==> src/rtl/shift4_feeder.sv <==
// Nibble feeder: buffers upstream nibbles and drives a downstream shift register with one
// load pulse and SHIFTS ena pulses per nibble. Define SHIFT4_FEEDER_FIFO_EN for a 4-entry FIFO.
module shift4_feeder #(
   parameter int SHIFTS = 4
) (
   input  logic       clk,
   input  logic       reset,
   input  logic       in_valid,
   input  logic [3:0] in_data,
   output logic       in_ready,
   input  logic       hold,
   output logic       load,
   output logic       ena,
   output logic [3:0] data,
   output logic       busy,
   output logic       done,
   output logic [2:0] level
);

   typedef enum logic [1:0] {IDLE, LOAD, SHIFT} state_t;

   state_t     state, state_nx;
   logic [2:0] cnt, cnt_nx;
   logic [3:0] cur, cur_nx;
   logic       push, pop, full;
   logic [3:0] head;

   assign in_ready = !full && !reset;
   assign push     = in_valid && in_ready;

`ifdef SHIFT4_FEEDER_FIFO_EN
   logic [3:0] mem [4];
   logic [1:0] wr_ptr, rd_ptr;
   logic [2:0] count;

   // NOTE: the storage array is not reset; pointers and count alone decide which entries are valid.
   always_ff @(posedge clk) begin
      if (push) mem[wr_ptr] <= in_data;
   end

   always_ff @(posedge clk) begin
      if (reset) begin
         wr_ptr <= 2'd0;
         rd_ptr <= 2'd0;
         count  <= 3'd0;
      end else begin
         if (push) wr_ptr <= wr_ptr + 2'd1;
         if (pop)  rd_ptr <= rd_ptr + 2'd1;
         if (push && !pop)      count <= count + 3'd1;
         else if (pop && !push) count <= count - 3'd1;
      end
   end

   assign full  = (count == 3'd4);
   assign level = count;
   assign head  = mem[rd_ptr];
`else
   logic [3:0] hold_reg;
   logic       hold_full;

   always_ff @(posedge clk) begin
      if (push) hold_reg <= in_data;
   end

   always_ff @(posedge clk) begin
      if (reset) hold_full <= 1'b0;
      else       hold_full <= push || (hold_full && !pop);
   end

   assign full  = hold_full;
   assign level = {2'b00, hold_full};
   assign head  = hold_reg;
`endif

   // NOTE: sequential state uses non-blocking assignments so every register samples pre-edge values.
   always_ff @(posedge clk) begin
      if (reset) begin
         state <= IDLE;
         cnt   <= 3'd0;
         cur   <= 4'd0;
      end else begin
         state <= state_nx;
         cnt   <= cnt_nx;
         cur   <= cur_nx;
      end
   end

   // NOTE: every output of this block gets a default first, so no path can infer a latch.
   always_comb begin
      state_nx = state;
      cnt_nx   = cnt;
      cur_nx   = cur;
      pop      = 1'b0;
      case (state)
         IDLE: begin
            if (level != 3'd0) begin
               pop      = 1'b1;
               cur_nx   = head;
               state_nx = LOAD;
            end
         end
         LOAD: begin
            state_nx = SHIFT;
            cnt_nx   = 3'(SHIFTS);
         end
         SHIFT: begin
            if (!hold) begin
               if (cnt == 3'd1) begin
                  cnt_nx = 3'd0;
                  // Chain straight into the next nibble when one is waiting.
                  if (level != 3'd0) begin
                     pop      = 1'b1;
                     cur_nx   = head;
                     state_nx = LOAD;
                  end else begin
                     state_nx = IDLE;
                  end
               end else begin
                  cnt_nx = cnt - 3'd1;
               end
            end
         end
         default: state_nx = IDLE;
      endcase
   end

   assign load = (state == LOAD);
   assign ena  = (state == SHIFT) && !hold;
   assign done = ena && (cnt == 3'd1);
   assign busy = (state != IDLE);
   assign data = cur;

endmodule

==> config.mk <==
export PLATFORM = sky130hd
export DESIGN_NAME = shift4_feeder
export DESIGN_NICKNAME = d
export VERILOG_FILES = /design/src/rtl/shift4_feeder.sv
export SDC_FILE = /design/constraint.sdc
export NUM_CORES = 1
export LEC_CHECK = 0
export BUFFER_PORTS_ARGS = -buffer_cell sky130_fd_sc_hd__buf_2
export CORE_UTILIZATION = 31
export DETAILED_ROUTE_END_ITERATION = 10
export PLACE_DENSITY_LB_ADDON = 0.15
export SLEW_MARGIN = 40
export SYNTH_ARGS = -nofsm -noshare
export SYNTH_HDL_FRONTEND = slang
export SYNTH_SLANG_ARGS = --single-unit
==> constraint.sdc <==
create_clock -name clk -period 2.1 [get_ports clk]
set_clock_uncertainty 0.1 [all_clocks]
set_input_delay 0.105 -clock clk [delete_from_list [all_inputs] [get_ports clk]]
set_output_delay 0.105 -clock clk [all_outputs]
set_load 0.005 [all_outputs]
# == Yosys cells after proc, flatten, opt, wreduce, memory -nomap -nowiden ==
# Index checks and enable logic that the tools add are counted.
# W data, S select, Z words.
# word_totals
ff_bits,14
latch_bits,0
mem_bits_rw,0
romBits,0
input_bits,8
wordCells,45
n_memories,0
# classes
addsub,1
multipliers,0
n_div,0
order_cmp,0
eq_ne,6
n_shift,0
muxes,16
bitwise_logic,0
reduce_logical,17
# op_table
operator,n
$mux W4,3
$pmux W4 S2,1
$mux W2,3
$mux W3,2
$ne A2 B2 Y1 const B,3
$pmux W2 S3,1
$pmux W3 S2,1
$reduce_and A3 Y1,2
$reduce_bool A2 Y1,3
$logic_and A1 B1 Y1,5
$logic_not A1 Y1,4
$mux W1,4
$eq A3 B1 Y1 const B,1
$sub A3 B1 Y3 const B,1
$eq A2 B1 Y1 const B,1
$eq A2 B2 Y1 const B,1
$logic_not A2 Y1,1
$pmux W1 S2,1
$reduce_and A2 Y1,1
$logic_or A1 B1 Y1,1

# == Depth between registers and ports, before layout ==
# logic_depth
ltp_word,7
depth_mapped,5
depth_no_buf,5

# == Least setup slack after synthesis ==
# No wires, ideal clock.
# synth_timing
path_kind,register to register
startpoint,register cnt[0]
endpoint,"register cur[0], in the netlist data[0]"
setup_time_ps,58
t_arrival_ps,1456
slack_ps,486
stages_incl_launch_ff,5
path_buffers,0
period_less_slack_ps,1614
cell_sequence,dfxtp_1 -> ha_1 -> or3b_4 -> a2111oi_0 -> a311o_2
# synth_via
elab_chain_cells,3
# synth_rtl
element,line_no,text
start: declaration,23,"logic [2:0] cnt, cnt_nx;"
start signal: assignment,83,cnt <= cnt_nx;
$eq A3 B1 Y1,108,if (cnt == 3'd1) begin
$ne A2 B2 Y1 (no line),--,
$reduce_and A3 Y1 (no line),--,
end signal: assignment,84,cur <= cur_nx;
end: declaration,24,"logic [3:0] cur, cur_nx;"
# Every way passes these cells.
# A chain may end at the register's enable or synchronous reset.

# == Worst setup path in the final report ==
# layout_timing
startpoint,register state[1]
endpoint,output port done
# layout_via
elab_chain_cells,3
# layout_rtl
element,line_no,text
start: declaration,22,"state_t state, state_nx;"
start signal: assignment,82,state <= state_nx;
$eq A2 B2 Y1,128,assign ena = (state == SHIFT) && !hold;
$logic_and A1 B1 Y1,128,
$logic_and A1 B1 Y1,129,assign done = ena && (cnt == 3'd1);
end: declaration,16,"output logic done,"
# Every way passes these cells.

==> flow_metrics.env <==
export IMPL_critPathCaptureType="output port"
export IMPL_maxCapViolations=0
export IMPL_finalCoreUtilization_pct=40.2
export IMPL_cp_cell_sequence="or3b_2 -> nor2_1 -> buf_2"
export IMPL_r2r_start="cnt[0]$_SDFFE_PP0P_"
export IMPL_setup_violations=0
export IMPL_p_per_area_mw_per_mm2=618
export IMPL_cts_tree="built"
export IMPL_fmax_mhz=537
export IMPL_period_share_pct=88.6
export IMPL_worst_pin_slew_ns=0.468
export IMPL_grt_start_max_net_pins=18
export IMPL_p_leak_nw=0.381
export IMPL_rsz0062_at_grt="false"
export IMPL_hold_viol_final=0
export IMPL_syn_cell_area_um2=726
export IMPL_pwr_share_clk_pct=27.2
export IMPL_hp_start="reset"
export IMPL_ir_drop_mv=0.304
export IMPL_clk_pin_slew_worst_paths_ns=0.08
export IMPL_holdCritPathClass="in2reg"
export IMPL_yosys_top_cells_count="dfxtp_1, inv_1, nand2b_1, nor2_1, nor3_1"
export IMPL_critPathRequiredTime_ns=1.89
export IMPL_fp_dieH_um=50.4
export IMPL_slew_viol_final=0
export IMPL_clockBufferDepth=2
export IMPL_layout_min_cycle_time_ns=1.86
export IMPL_synth_adder_area_share_pct=3.45
export IMPL_cp_start_kind="flip-flop"
export IMPL_slowest_stage="dfxtp_1"
export IMPL_drc_errors=0
export IMPL_layout_drive_gt1_share_pct=29.3
export IMPL_synth_most_common_cell="dfxtp_1"
export IMPL_synth_top_cells_by_area="dfxtp_1, edfxtp_1, a311o_2"
export IMPL_nets=111
export IMPL_wl_per_cell_um=11.2
export IMPL_cts_buffers=3
export IMPL_synth_async_reset_ratio_pct=0
export IMPL_p_int_mw=0.408
export IMPL_synth_xor_area_share_pct=0
export IMPL_hold_end="cnt[1]$_SDFFE_PP0P_"
export IMPL_crit_fanout=17
export IMPL_routed_via_density=4.87
export IMPL_switching_share_pct=25.8
export IMPL_cts_sinks=14
export IMPL_die_area_mm2=0.00254
export IMPL_grt_usage_pct=12.7
export IMPL_ys_warn_count=0
export IMPL_p_seq_share_pct=57.5
export IMPL_power_mw=0.550
export IMPL_synth_sequential_area_ratio_pct=44.1
export IMPL_drt_initial_drc_count=10
export IMPL_dp_cells=119
export IMPL_syn_inst=79
export IMPL_critical_path_max_stage_delay_ns=0.63
export IMPL_grt_overflow=0
export IMPL_layout_setup_ws_ns=0.239
export IMPL_finalSetupTns_ns=0
export IMPL_place_area_um2=817
export IMPL_finalNonFillerCells=127
export IMPL_synth_top_family_by_area="simple AND/OR/NAND/NOR gates"
export IMPL_start_util_pct=32.8
export IMPL_arrival_ns=1.66
export IMPL_drtPass1Iterations=4
export IMPL_area_delta_synth_final_pct=22.6
export IMPL_root_buffer="clkbuf_4"
export IMPL_antenna_cells=0
export IMPL_synth_seq_cells=14
export IMPL_synth_top_area_share_pct=27.6
export IMPL_vias=618
export IMPL_r2r_setup_slack_ns=0.26
export IMPL_synth_edff_count=4
export IMPL_antenna_found_initial=0
export IMPL_ys_dominant_reg_cell="dfxtp_1"
export IMPL_dp_hpwl_um=1030
export IMPL_num_rows=17
export IMPL_post_cts_resized=0
export IMPL_synth_cell_types=27
export IMPL_drt_antenna_violating_nets=0
export IMPL_crit_type="reg2out"
export IMPL_io_buffers=17
export IMPL_grt_pass1_wl_um=2410
export IMPL_slew_limit_headroom_pct=68.0
export IMPL_power_switching_mw=0.142
export IMPL_grt_pass1_vias=543
export IMPL_avgSynthCellArea_um2=9.19
export IMPL_finish_instance_area_um2=890
export IMPL_yosys_area_share_simple_pct=24.0
export IMPL_worstRegToRegCells=4
export IMPL_h_tree_depth=1
export IMPL_pre_cts_slack_ns=0.281
export IMPL_wirelength_um=1420
export IMPL_nFillCells=233
export IMPL_whs_path_depth=2
export IMPL_status="finished clean"
export IMPL_yosysTopAreaCell="dfxtp_1"
export IMPL_rr_endpoint="data[0]$_SDFFE_PP0P_"
export IMPL_hold_ws_ns=0.0686
export IMPL_synthMuxAreaShare_pct=0
export IMPL_synth_compound_area_share_pct=17.8
export IMPL_die_x_um=50.4
export IMPL_clk_latency_ns=0.28
export IMPL_pin_count=20
export IMPL_gp_congestion=0.705
export IMPL_core_mm2=0.00221
export IMPL_p_comb_share_pct=15.3
-- cells in the final DEF, fill, tap and decap left out --
master | netlist | final
a2111oi_0 | 4 | 4
a21oi_1 | 1 | 1
a311o_2 | 4 | 4
a31oi_1 | 3 | 3
and2_1 | 3 | 3
buf_2 | 2 | 17
buf_4 | 3 | 1
clkbuf_4 | 0 | 3
conb_1 | 1 | 2
dfxtp_1 | 10 | 10
dlygate4sd3_1 | 0 | 5
edfxtp_1 | 4 | 4
ha_1 | 2 | 2
inv_1 | 9 | 9
nand2_1 | 4 | 4
nand2b_1 | 5 | 5
nand4b_1 | 1 | 1
nor2_1 | 5 | 5
nor3_1 | 5 | 5
nor3b_1 | 1 | 1
nor4b_1 | 1 | 1
o211ai_1 | 1 | 1
o21ai_0 | 2 | 2
o21bai_1 | 1 | 1
or2_2 | 2 | 2
or3b_2 | 1 | 1
or3b_4 | 1 | 1
or4_1 | 1 | 1
-- power by group through the flow --
stage / clock, mW / sequential [mW] / combinational, mW
2_1_floorplan: 0 / 0.314 / 0.0595
3_3_place_gp: 0 / 0.322 / 0.0778
3_5_place_dp: 0 / 0.322 / 0.0782
4_1_cts: 0.153 / 0.315 / 0.0856
5_1_grt: 0.166 / 0.319 / 0.0954
6_report: 0.150 / 0.316 / 0.0841
-- registers in the layout (all words and copies together) (netlist names) --
name and flops:
data 4, head 4, cnt 3, state 2
full 1
-- what timing repair did --
action                     4_1_cts  5_1_grt
setup buffers                    0        0
hold endpoints to repair         5        0
hold buffers                     5        0
setup endpoints to repair        0        0
-- final cells by class --
type	count	area [um^2]	area share [%]
inverter	9	33.8	3.80
tap	28	35.0	3.94
timing repair buffer	23	143	16.0
clock buffer	3	22.5	2.53
sequential	14	320	36.0
multi-input combinational	50	335	37.7
-- worst max path at each step --
stage	start	endpoint	slack, ns	cells past startpoint
global placement	cnt[0]$_SDFFE_PP0P_	data[3]$_SDFFE_PP0P_	0.28	4
detailed placement	cnt[0]$_SDFFE_PP0P_	data[3]$_SDFFE_PP0P_	0.28	4
CTS	state[1]$_SDFFE_PP0P_	done	0.24	3
global route	state[1]$_SDFFE_PP0P_	done	0.12	3
floorplan	cnt[0]$_SDFFE_PP0P_	data[0]$_SDFFE_PP0P_	0.49	4
finish	state[1]$_SDFFE_PP0P_	done	0.24	3
-- metal layers --
layer	GRT usage [%]	part of all wire, %
met5	0	0
met4	6.94	2.0
met3	3.03	4.9
met2	19.6	45
met1	16.2	47
-- cells by family (layout without fill, tap and decap cells) --
family                   count (synthesis)  in the layout
AND/OR/NAND/NOR                         30             30
AO/OA/AOI/OAI                           16             16
buffers and inverters                   16             35
flip-flops                              14             14
adder cells (fa/ha/maj)                  2              2
other                                    1              2
-- critical path, delay by kind of cell, from the launching register on --
kind          cells  cell delay [ns]
simple gates      2             0.64
buf+inv           1             0.11
flops             1             0.63
No activity file was read; power rests on OpenSTA's default activity.
